[config.mk]
export PLATFORM = sky130hd
export DESIGN_NAME = adc_spi_reader_flat
export DESIGN_NICKNAME = d
export VERILOG_FILES = /design/src/rtl/adc_spi_if.sv /design/src/rtl/adc_spi_reader.sv /design/src/flat_wrapper.sv
export SDC_FILE = /design/constraint.sdc
export NUM_CORES = 1
export LEC_CHECK = 0
export BUFFER_PORTS_ARGS = -buffer_cell sky130_fd_sc_hd__buf_4
export CAP_MARGIN = 20
export CORE_ASPECT_RATIO = 0.5
export CORE_UTILIZATION = 52
export CTS_CLUSTER_SIZE = 25
export DETAILED_ROUTE_END_ITERATION = 16
export PLACE_DENSITY = 0.78
export SKIP_CTS_REPAIR_TIMING = 1
export SYNTH_ARGS = -nofsm -noshare
export SYNTH_HDL_FRONTEND = slang
export SYNTH_SLANG_ARGS = --single-unit
[constraint.sdc]
create_clock -name clk -period 1.8 [get_ports clk]
set_input_delay 0.09 -clock clk [delete_from_list [all_inputs] [get_ports clk]]
set_output_delay 0.09 -clock clk [all_outputs]
set_load 0.01 [all_outputs]
[src/rtl/adc_spi_if.sv]
// rtl/adc_spi_if.sv - SPI pin bundle between the ADC reader and the serial converter
//
// Purpose: groups the three serial-ADC pins so the reader and the converter
//          model share one connection.
// Signals:
//   adc_sclk  serial clock, driven by the reader, idles high
//   adc_cs_n  chip select, driven by the reader, active low
//   adc_sdo   serial data, driven by the converter, changes after SCLK falls
// Modports:
//   master    reader side (drives adc_sclk/adc_cs_n, samples adc_sdo)
//   slave     converter side (samples adc_sclk/adc_cs_n, drives adc_sdo)

interface adc_spi_if;
  logic adc_sclk;
  logic adc_cs_n;
  logic adc_sdo;

  modport master (
    output adc_sclk,
    output adc_cs_n,
    input  adc_sdo
  );

  modport slave (
    input  adc_sclk,
    input  adc_cs_n,
    output adc_sdo
  );
endinterface

[src/rtl/adc_spi_reader.sv]
// rtl/adc_spi_reader.sv - 10-bit serial ADC front end with parallel sample output
//
// Purpose: runs a 16-clock SPI conversion frame (3 leading zeros, 10 data bits
//          MSB first, 3 trailing zeros) back-to-back while enabled and presents
//          each good sample on adc_dout with a one-cycle strobe. Idle and reset
//          output is mid-scale (512) so downstream filters see zero current.
// Parameters:
//   SCLK_DIV  clk cycles per SCLK half-period (>= 1)
//   CS_SETUP  clk cycles from CS_n falling to the first SCLK falling edge (>= 1)
//   QUIET     clk cycles CS_n stays high between frames, DONE included (>= 2)
// Ports:
//   clk         system clock
//   rst_n       asynchronous active-low reset
//   enable      level, high = convert continuously
//   spi         ADC pins (master side)
//   adc_dout    last good sample, held between updates
//   dout_valid  one-cycle pulse when adc_dout updates
//   frame_err   one-cycle pulse when a frame has a non-zero header

module adc_spi_reader #(
  parameter int SCLK_DIV = 4,
  parameter int CS_SETUP = 2,
  parameter int QUIET    = 4
) (
  input  logic       clk,
  input  logic       rst_n,
  input  logic       enable,
  adc_spi_if.master  spi,
  output logic [9:0] adc_dout,
  output logic       dout_valid,
  output logic       frame_err
);

  // One shared counter times SETUP, each SCLK half-period and QUIET.
  localparam int MAX_A   = (SCLK_DIV > CS_SETUP) ? SCLK_DIV : CS_SETUP;
  localparam int MAX_CNT = (MAX_A > QUIET) ? MAX_A : QUIET;
  localparam int CNT_W   = (MAX_CNT > 1) ? $clog2(MAX_CNT) : 1;

  localparam logic [CNT_W-1:0] DIV_LAST   = CNT_W'(SCLK_DIV - 1);
  localparam logic [CNT_W-1:0] SETUP_LAST = CNT_W'(CS_SETUP - 1);
  // DONE already accounts for one of the QUIET high cycles.
  localparam logic [CNT_W-1:0] QUIET_LAST = CNT_W'(QUIET - 2);
  localparam logic [9:0]       MID_SCALE  = 10'd512;

  typedef enum logic [2:0] {
    S_IDLE,
    S_SETUP,
    S_SHIFT,
    S_DONE,
    S_QUIET
  } state_t;

  state_t           state, state_n;
  logic [CNT_W-1:0] cnt, cnt_n;
  logic [3:0]       bit_cnt, bit_cnt_n;
  logic [15:0]      shreg, shreg_n;
  logic             cs_n_q, cs_n_n;
  logic             sclk_q, sclk_n;
  logic [9:0]       dout_q, dout_n;
  logic             valid_q, valid_n;
  logic             err_q, err_n;

  assign spi.adc_cs_n = cs_n_q;
  assign spi.adc_sclk = sclk_q;
  assign adc_dout     = dout_q;
  assign dout_valid   = valid_q;
  assign frame_err    = err_q;

  always_ff @(posedge clk or negedge rst_n) begin
    if (!rst_n) begin
      state   <= S_IDLE;
      cnt     <= '0;
      bit_cnt <= '0;
      shreg   <= '0;
      cs_n_q  <= 1'b1;
      sclk_q  <= 1'b1;
      dout_q  <= MID_SCALE;
      valid_q <= 1'b0;
      err_q   <= 1'b0;
    end else begin
      state   <= state_n;
      cnt     <= cnt_n;
      bit_cnt <= bit_cnt_n;
      shreg   <= shreg_n;
      cs_n_q  <= cs_n_n;
      sclk_q  <= sclk_n;
      dout_q  <= dout_n;
      valid_q <= valid_n;
      err_q   <= err_n;
    end
  end

  // Next-state logic also computes the next value of every registered output,
  // so the pins change on the same edge as the state they belong to.
  always_comb begin
    state_n   = state;
    cnt_n     = cnt;
    bit_cnt_n = bit_cnt;
    shreg_n   = shreg;
    cs_n_n    = cs_n_q;
    sclk_n    = sclk_q;
    dout_n    = dout_q;
    valid_n   = 1'b0;
    err_n     = 1'b0;

    case (state)
      S_IDLE: begin
        cs_n_n = 1'b1;
        sclk_n = 1'b1;
        if (enable) begin
          state_n = S_SETUP;
          cnt_n   = '0;
          cs_n_n  = 1'b0;
        end
      end

      S_SETUP: begin
        if (cnt == SETUP_LAST) begin
          state_n   = S_SHIFT;
          cnt_n     = '0;
          bit_cnt_n = '0;
          sclk_n    = 1'b0;
        end else begin
          cnt_n = cnt + 1'b1;
        end
      end

      // sclk_q doubles as the phase flag: low phase, then high phase.
      S_SHIFT: begin
        if (cnt != DIV_LAST) begin
          cnt_n = cnt + 1'b1;
        end else begin
          cnt_n = '0;
          if (!sclk_q) begin
            // Edge that raises SCLK: sample the bit the ADC set up on the fall.
            sclk_n  = 1'b1;
            shreg_n = {shreg[14:0], spi.adc_sdo};
          end else if (bit_cnt == 4'd15) begin
            state_n = S_DONE;
            cs_n_n  = 1'b1;
            if (shreg[15:13] == 3'b000) begin
              dout_n  = shreg[12:3];
              valid_n = 1'b1;
            end else begin
              err_n = 1'b1;
            end
          end else begin
            bit_cnt_n = bit_cnt + 4'd1;
            sclk_n    = 1'b0;
          end
        end
      end

      S_DONE: begin
        state_n = S_QUIET;
        cnt_n   = '0;
      end

      S_QUIET: begin
        if (cnt == QUIET_LAST) begin
          cnt_n = '0;
          if (enable) begin
            state_n = S_SETUP;
            cs_n_n  = 1'b0;
          end else begin
            state_n = S_IDLE;
          end
        end else begin
          cnt_n = cnt + 1'b1;
        end
      end

      default: begin
        state_n = S_IDLE;
        cs_n_n  = 1'b1;
        sclk_n  = 1'b1;
      end
    endcase
  end

endmodule

[src/flat_wrapper.sv]
// flat-port wrapper written by rule: the top's interface ports become plain ports
module adc_spi_reader_flat 
#(
  parameter int SCLK_DIV = 4,
  parameter int CS_SETUP = 2,
  parameter int QUIET    = 4
)
  (clk, rst_n, enable, adc_dout, dout_valid, frame_err, spi_adc_sclk, spi_adc_cs_n, spi_adc_sdo);
  adc_spi_if spi_i ();
  input  logic clk;
  input  logic rst_n;
  input  logic enable;
  output logic [9:0] adc_dout;
  output logic dout_valid;
  output logic frame_err;
  output wire logic [$bits(spi_i.adc_sclk)-1:0] spi_adc_sclk;
  output wire logic [$bits(spi_i.adc_cs_n)-1:0] spi_adc_cs_n;
  input wire logic [$bits(spi_i.adc_sdo)-1:0] spi_adc_sdo;
  assign spi_adc_sclk = spi_i.adc_sclk;
  assign spi_adc_cs_n = spi_i.adc_cs_n;
  assign spi_i.adc_sdo = spi_adc_sdo;
  adc_spi_reader #(.SCLK_DIV(SCLK_DIV), .CS_SETUP(CS_SETUP), .QUIET(QUIET)) u_core (.clk(clk), .rst_n(rst_n), .enable(enable), .spi(spi_i), .adc_dout(adc_dout), .dout_valid(dout_valid), .frame_err(frame_err));
endmodule
==> After elaboration in Yosys (flattened, before gate mapping) <==
Cells that the tools add are included.
{ "totals": {"regBits": 39, "latchBits": 0, "ram_bits": 0, "romBits": 0, "in_bits": 4, "output_inout_bits": 14, "elab_cells": 84, "n_memories": 0} }
{ "classes": {"n_addsub": 2, "mul": 0, "div": 0, "magnitude_cmp": 0, "n_eq_ne": 16, "n_shift": 0, "mux": 40, "bitwise_logic": 4, "n_reduce_logical": 13} }
{ "ops": {"columns": ["cell", "n"], "rows": [
  ["2-to-1 mux 1 bit", 21],
  ["2-to-1 mux 3 bit", 6],
  ["2-to-1 mux 4 bit", 4],
  ["one-hot mux 3 bit (5 select lines)", 1],
  ["AND reduction 6 bit", 2],
  ["inequality test 2 bit (second input constant)", 5],
  ["one-hot mux 2 bit (5 select lines)", 1],
  ["AND reduction 5 bit", 2],
  ["2-to-1 mux 2 bit", 4],
  ["inequality test 2 x 1 -> 1 bit (second input constant)", 4],
  ["one-hot mux 4 bit (2 select lines)", 1],
  ["equality test 3 x 2 -> 1 bit (second input constant)", 2],
  ["zero test 3 bit", 2],
  ["AND reduction 3 bit", 2],
  ["nonzero test 5 bit", 1],
  ["adder 4 x 1 -> 4 bit (second input constant)", 1],
  ["equality test 4 bit (second input constant)", 1],
  ["NOT 1 bit", 4],
  ["one-hot mux 1 bit (4 select lines)", 1],
  ["OR reduction 2 bit", 2],
  ["equality test 3 x 1 -> 1 bit (second input constant)", 1],
  ["equality test 3 bit (second input constant)", 1],
  ["one-hot mux 1 bit (3 select lines)", 1],
  ["adder 2 x 1 -> 2 bit (second input constant)", 1],
  ["4 further kinds", 4]
]} }

==> Longest topological paths before layout <==
{ "logic_depth": {"ltp_word": 6, "ltp_mapped": 6, "ltp_nobuf": 6} }

==> Least setup slack after synthesis <==
Ideal clock, no wire load.
{ "synth_timing": {"kind": "register to register", "from": "reg u_core.state[0]", "to": "reg u_core.shreg[10]", "arrival_time_ns": 1.534, "required_time_ns": 1.675, "path_slack_ns": 0.141, "stages_incl_launch_ff": 7, "path_buffers": 2, "cell_sequence": "dfrtp_1 > buf_6 > or3b_4 > nor2_4 > nand2_4 > buf_6 > mux2_4"} }
{ "synth_via": {"elab_chain_cells": 2} }
{ "synth_rtl": {"columns": ["element", "line_no", "source"], "rows": [
  ["from (decl)", "adc_spi_reader.sv:53", "state_t state, state_n;"],
  ["from (signal assigned)", "adc_spi_reader.sv:81", "state <= state_n;"],
  ["equality test 3 x 2 -> 1 bit", "adc_spi_reader.sv:106", "case (state)"],
  ["AND reduction 3 bit (no line)", null, null],
  ["to (signal assigned)", "adc_spi_reader.sv:84", "shreg <= shreg_n;"],
  ["to (decl)", "adc_spi_reader.sv:56", "logic [15:0] shreg, shreg_n;"]
]} }
Every way passes these cells.
A chain may end at the register's enable or synchronous reset.

==> Worst setup path after layout <==
{ "layout_timing": {"from": "reg u_core.bit_cnt[0]", "to": "reg u_core.dout_q[0] (netlist: u_core.adc_dout[0])"} }
{ "layout_via": {"elab_chain_cells": 2} }
{ "layout_rtl": {"columns": ["element", "line_no", "source"], "rows": [
  ["from (decl)", "adc_spi_reader.sv:55", "logic [3:0] bit_cnt, bit_cnt_n;"],
  ["from (signal assigned)", "adc_spi_reader.sv:83", "bit_cnt <= bit_cnt_n;"],
  ["equality test 4 bit", "adc_spi_reader.sv:138", "end else if (bit_cnt == 4'd15) begin"],
  ["AND reduction 5 bit (no line)", null, null],
  ["to (signal assigned)", "adc_spi_reader.sv:87", "dout_q <= dout_n;"],
  ["to (decl)", "adc_spi_reader.sv:59", "logic [9:0] dout_q, dout_n;"]
]} }
Every way passes these cells.

==> out/qor.yml <==
run_status:
  status: "finished with violations"
  violations: "DRC"
place:
  gp_congestion: 0.829
  dpl_worst_slack_ps: 158
  port_buffers: 17
  hpwl_um: 2230
floorplan:
  io_pins: 18
  die_w_um: 87.5
  fp.dieArea_mm2: 0.00392
  dieHeight_um: 44.8
  rows: 15
  start_util_pct: 54.8
  core_area_mm2: 0.00347
pwr:
  p_comb_share_pct: 2.0
  p_int_w: 0.00131
  p_switching_w: 0.000338
  p_per_area_mw_per_mm2: 742
  p_seq_share_pct: 53.9
  total_power_w: 0.00165
  p_leak_nw: 1.09
  vdd_drop_max_uv: 310
  p_clk_share_pct: 44.0
  p_sw_share_pct: 20.5
setup_path:
  cpPeakStageDelay_ps: 430
  end_kind: "register"
  r2r_slack_ps: 140
  crit_arrival_ps: 1850
  path_max_fanout: 11
  cp.required_ps: 1980
  crit_type: "register to register"
  startpoint_type: "register"
  crit_path_cell_trace: "ha_1 -> nand2_1 -> nor2_2 -> nand4_1 -> buf_4 -> mux2_1"
  cp_slowest_cell: "dfrtp_1"
timing:
  holdWs_ps: 47.3
  setup_viol: 0
  relSlewSlack_pct: 67.9
  tightest_slew_ps: 481
  fin_skew_ps: 6.31
  fmax_ghz: 0.602
  layout_setup_ws_ps: 139
  slew_viol_final: 0
  min_period_over_period_pct: 92.3
  totalNegativeSetupSlack_ps: 0
  hold_viol_final: 0
  rsz0062_at_grt: "no"
  period_needed_ps: 1660
run:
  drv_cap: 0
clock_tree:
  cts-root-buf: "clkbuf_8"
  clock_latency_ps: 300
  cts_tree: "yes"
  clk_pin_slew_worst_paths_ps: 80
  cts.sinks: 39
  max-clock-path-buffers: 2
  htreeDepth: 2
  cts_buffers: 5
finish:
  syn_to_final_growth_pct: 16.8
  num_antenna_cells: 0
  utilization_pct: 64.0
  n_fill_cell: 268
  drive_gt1_share_pct: 35.9
  final_nets: 191
global_routing:
  first_global_vias: 1197
  grt_util_met3_pct: 6.22
  grt_first_pass_wirelength_um: 5480
  grt_use_met1_pct: 25.3
  grt_usage_pct: 19.4
  use_met2_pct: 30.8
  grt_max_degree: 40
  overflow: 0
  top_usage_layer: "met2"
  antenna_found_initial: 0
logic_synthesis:
  synth-edff-count: 0
  ys.flop_type: "dfrtp_1"
  ys_warn_count: 0
  synthTopCellsByCount: "dfrtp_1 (36), mux2_2 (15), nand2_1 (12)"
  netlist_instances: 155
  synth-seq-cells: 39
  synthesis.area_mm2: 0.00190
  synth_cell_types: 43
  ys_seq_area_share_pct: 51.5
  syn_area_per_cell_um2: 12.3
  synth.largest_area_cell: "dfrtp_1"
  postSynth.asyncResetShare_pct: 100
  ys_top_cells_by_area: "dfrtp_1 (47%), mux2_2 (8.9%), mux2_4 (7.9%), ha_1 (4.6%), dfstp_2 (4.1%)"
  yosysMostFrequentCell: "dfrtp_1"
  yosysTopAreaCellShare_pct: 47.4
  syn_nets: 166
routing:
  drc: 2
  vias: 1244
  wl_um: 3350
  post_drt_wl_per_cell_um: 14.4
  postRouteAntennaNets: 0
  firstDrtPassIters: 10
  drt_iter0_markers: 54
  vias_per_cell: 5.36
worst_hold_path:
  hold_class: "input port to register"
[power groups by stage]
stage               Combinational, W  Clock, W  Sequential [W]
finish                     0.0000337  0.000726        0.000889
global route               0.0000385  0.000767        0.000890
CTS                        0.0000337  0.000742        0.000889
detailed placement         0.0000336         0        0.000906
global placement           0.0000326         0        0.000906
floorplan                 0.00000951         0        0.000904
[metrics by stage]
step | cells | instance area (um2)
3_5_place_dp | 223 | 2100
4_1_cts | 231 | 2210
3_3_place_gp | 223 | 2100
6_report | 232 | 2220
2_1_floorplan | 155 | 1900
5_1_grt | 232 | 2220
[cells in the final DEF, fill, tap and decap left out, drive strengths merged, types with 2 or more instances in the layout]
master  synthesis  routed
nand3b          2       2
dfstp           3       3
nor2b           2       2
mux2           26      26
o21ai           6       6
inv             7       7
o21a            2       2
nand2          13      13
nand3           2       2
clkbuf          4       6
dfrtp          36      36
buf             4      25
a31oi           2       2
nand4           2       2
ha              7       7
a21oi           8       8
nand2b          2       2
nor2            6       6
o32ai           2       2
nor3b           4       4
[critical path: cells and delay by family (launching register included)]
family / cells / cell delay, ps
flops: 1 / 430
simple gates: 3 / 380
mux: 1 / 320
fa+ha+maj: 1 / 210
buf+inv: 1 / 210
[worst paths after layout]
check | startpoint | end | cells past startpoint
min reg2reg | u_core.adc_dout[0] | u_core.adc_dout[0] | 1
min | spi_adc_sdo | u_core.shreg[0] | 2
min in group asynchronous | rst_n | u_core.cnt[1] | 2
max | u_core.bit_cnt[0] | u_core.adc_dout[0] | 6
max reg2reg | u_core.bit_cnt[0] | u_core.adc_dout[0] | 6
max in group asynchronous | rst_n | u_core.adc_dout[9] | 2
[logic make-up (layout without fill, tap and decap cells)]
family,count (synthesis),count (layout),share of synthesized area [%]
flops,39,39,51.5
compound gates,29,29,10.1
fa+ha+maj,7,7,4.61
buf+inv,15,41,4.21
simple gates,39,39,12.2
mux,26,26,17.4
[registers in the layout (all words and copies together), names as in the netlist]
name	cells
u_core.shreg	16
u_core.state	3
u_core.frame_err	1
u_core.adc_dout	10
u_core.spi.adc_cs_n	1
u_core.bit_cnt	4
u_core.dout_valid	1
u_core.cnt	2
u_core.spi.adc_sclk	1
[layer usage]
metal	wire, um	share of wire, %
met5	0	0
met4	52	1.6
met3	164	4.9
met2	1510	45
met1	1620	48
[final cells by class]
cell class                 instances  area (um2)  area share (%)
inverter                           7        26.3            1.18
clock inverter                     2        37.5            1.69
tap                               51        63.8            2.87
multi-input combinational        101         845            38.0
timing repair buffer              26         198            8.90
sequential                        39         980            44.1
clock buffer                       6        72.6            3.27
Note: power is estimated with default switching activity, not from simulation.
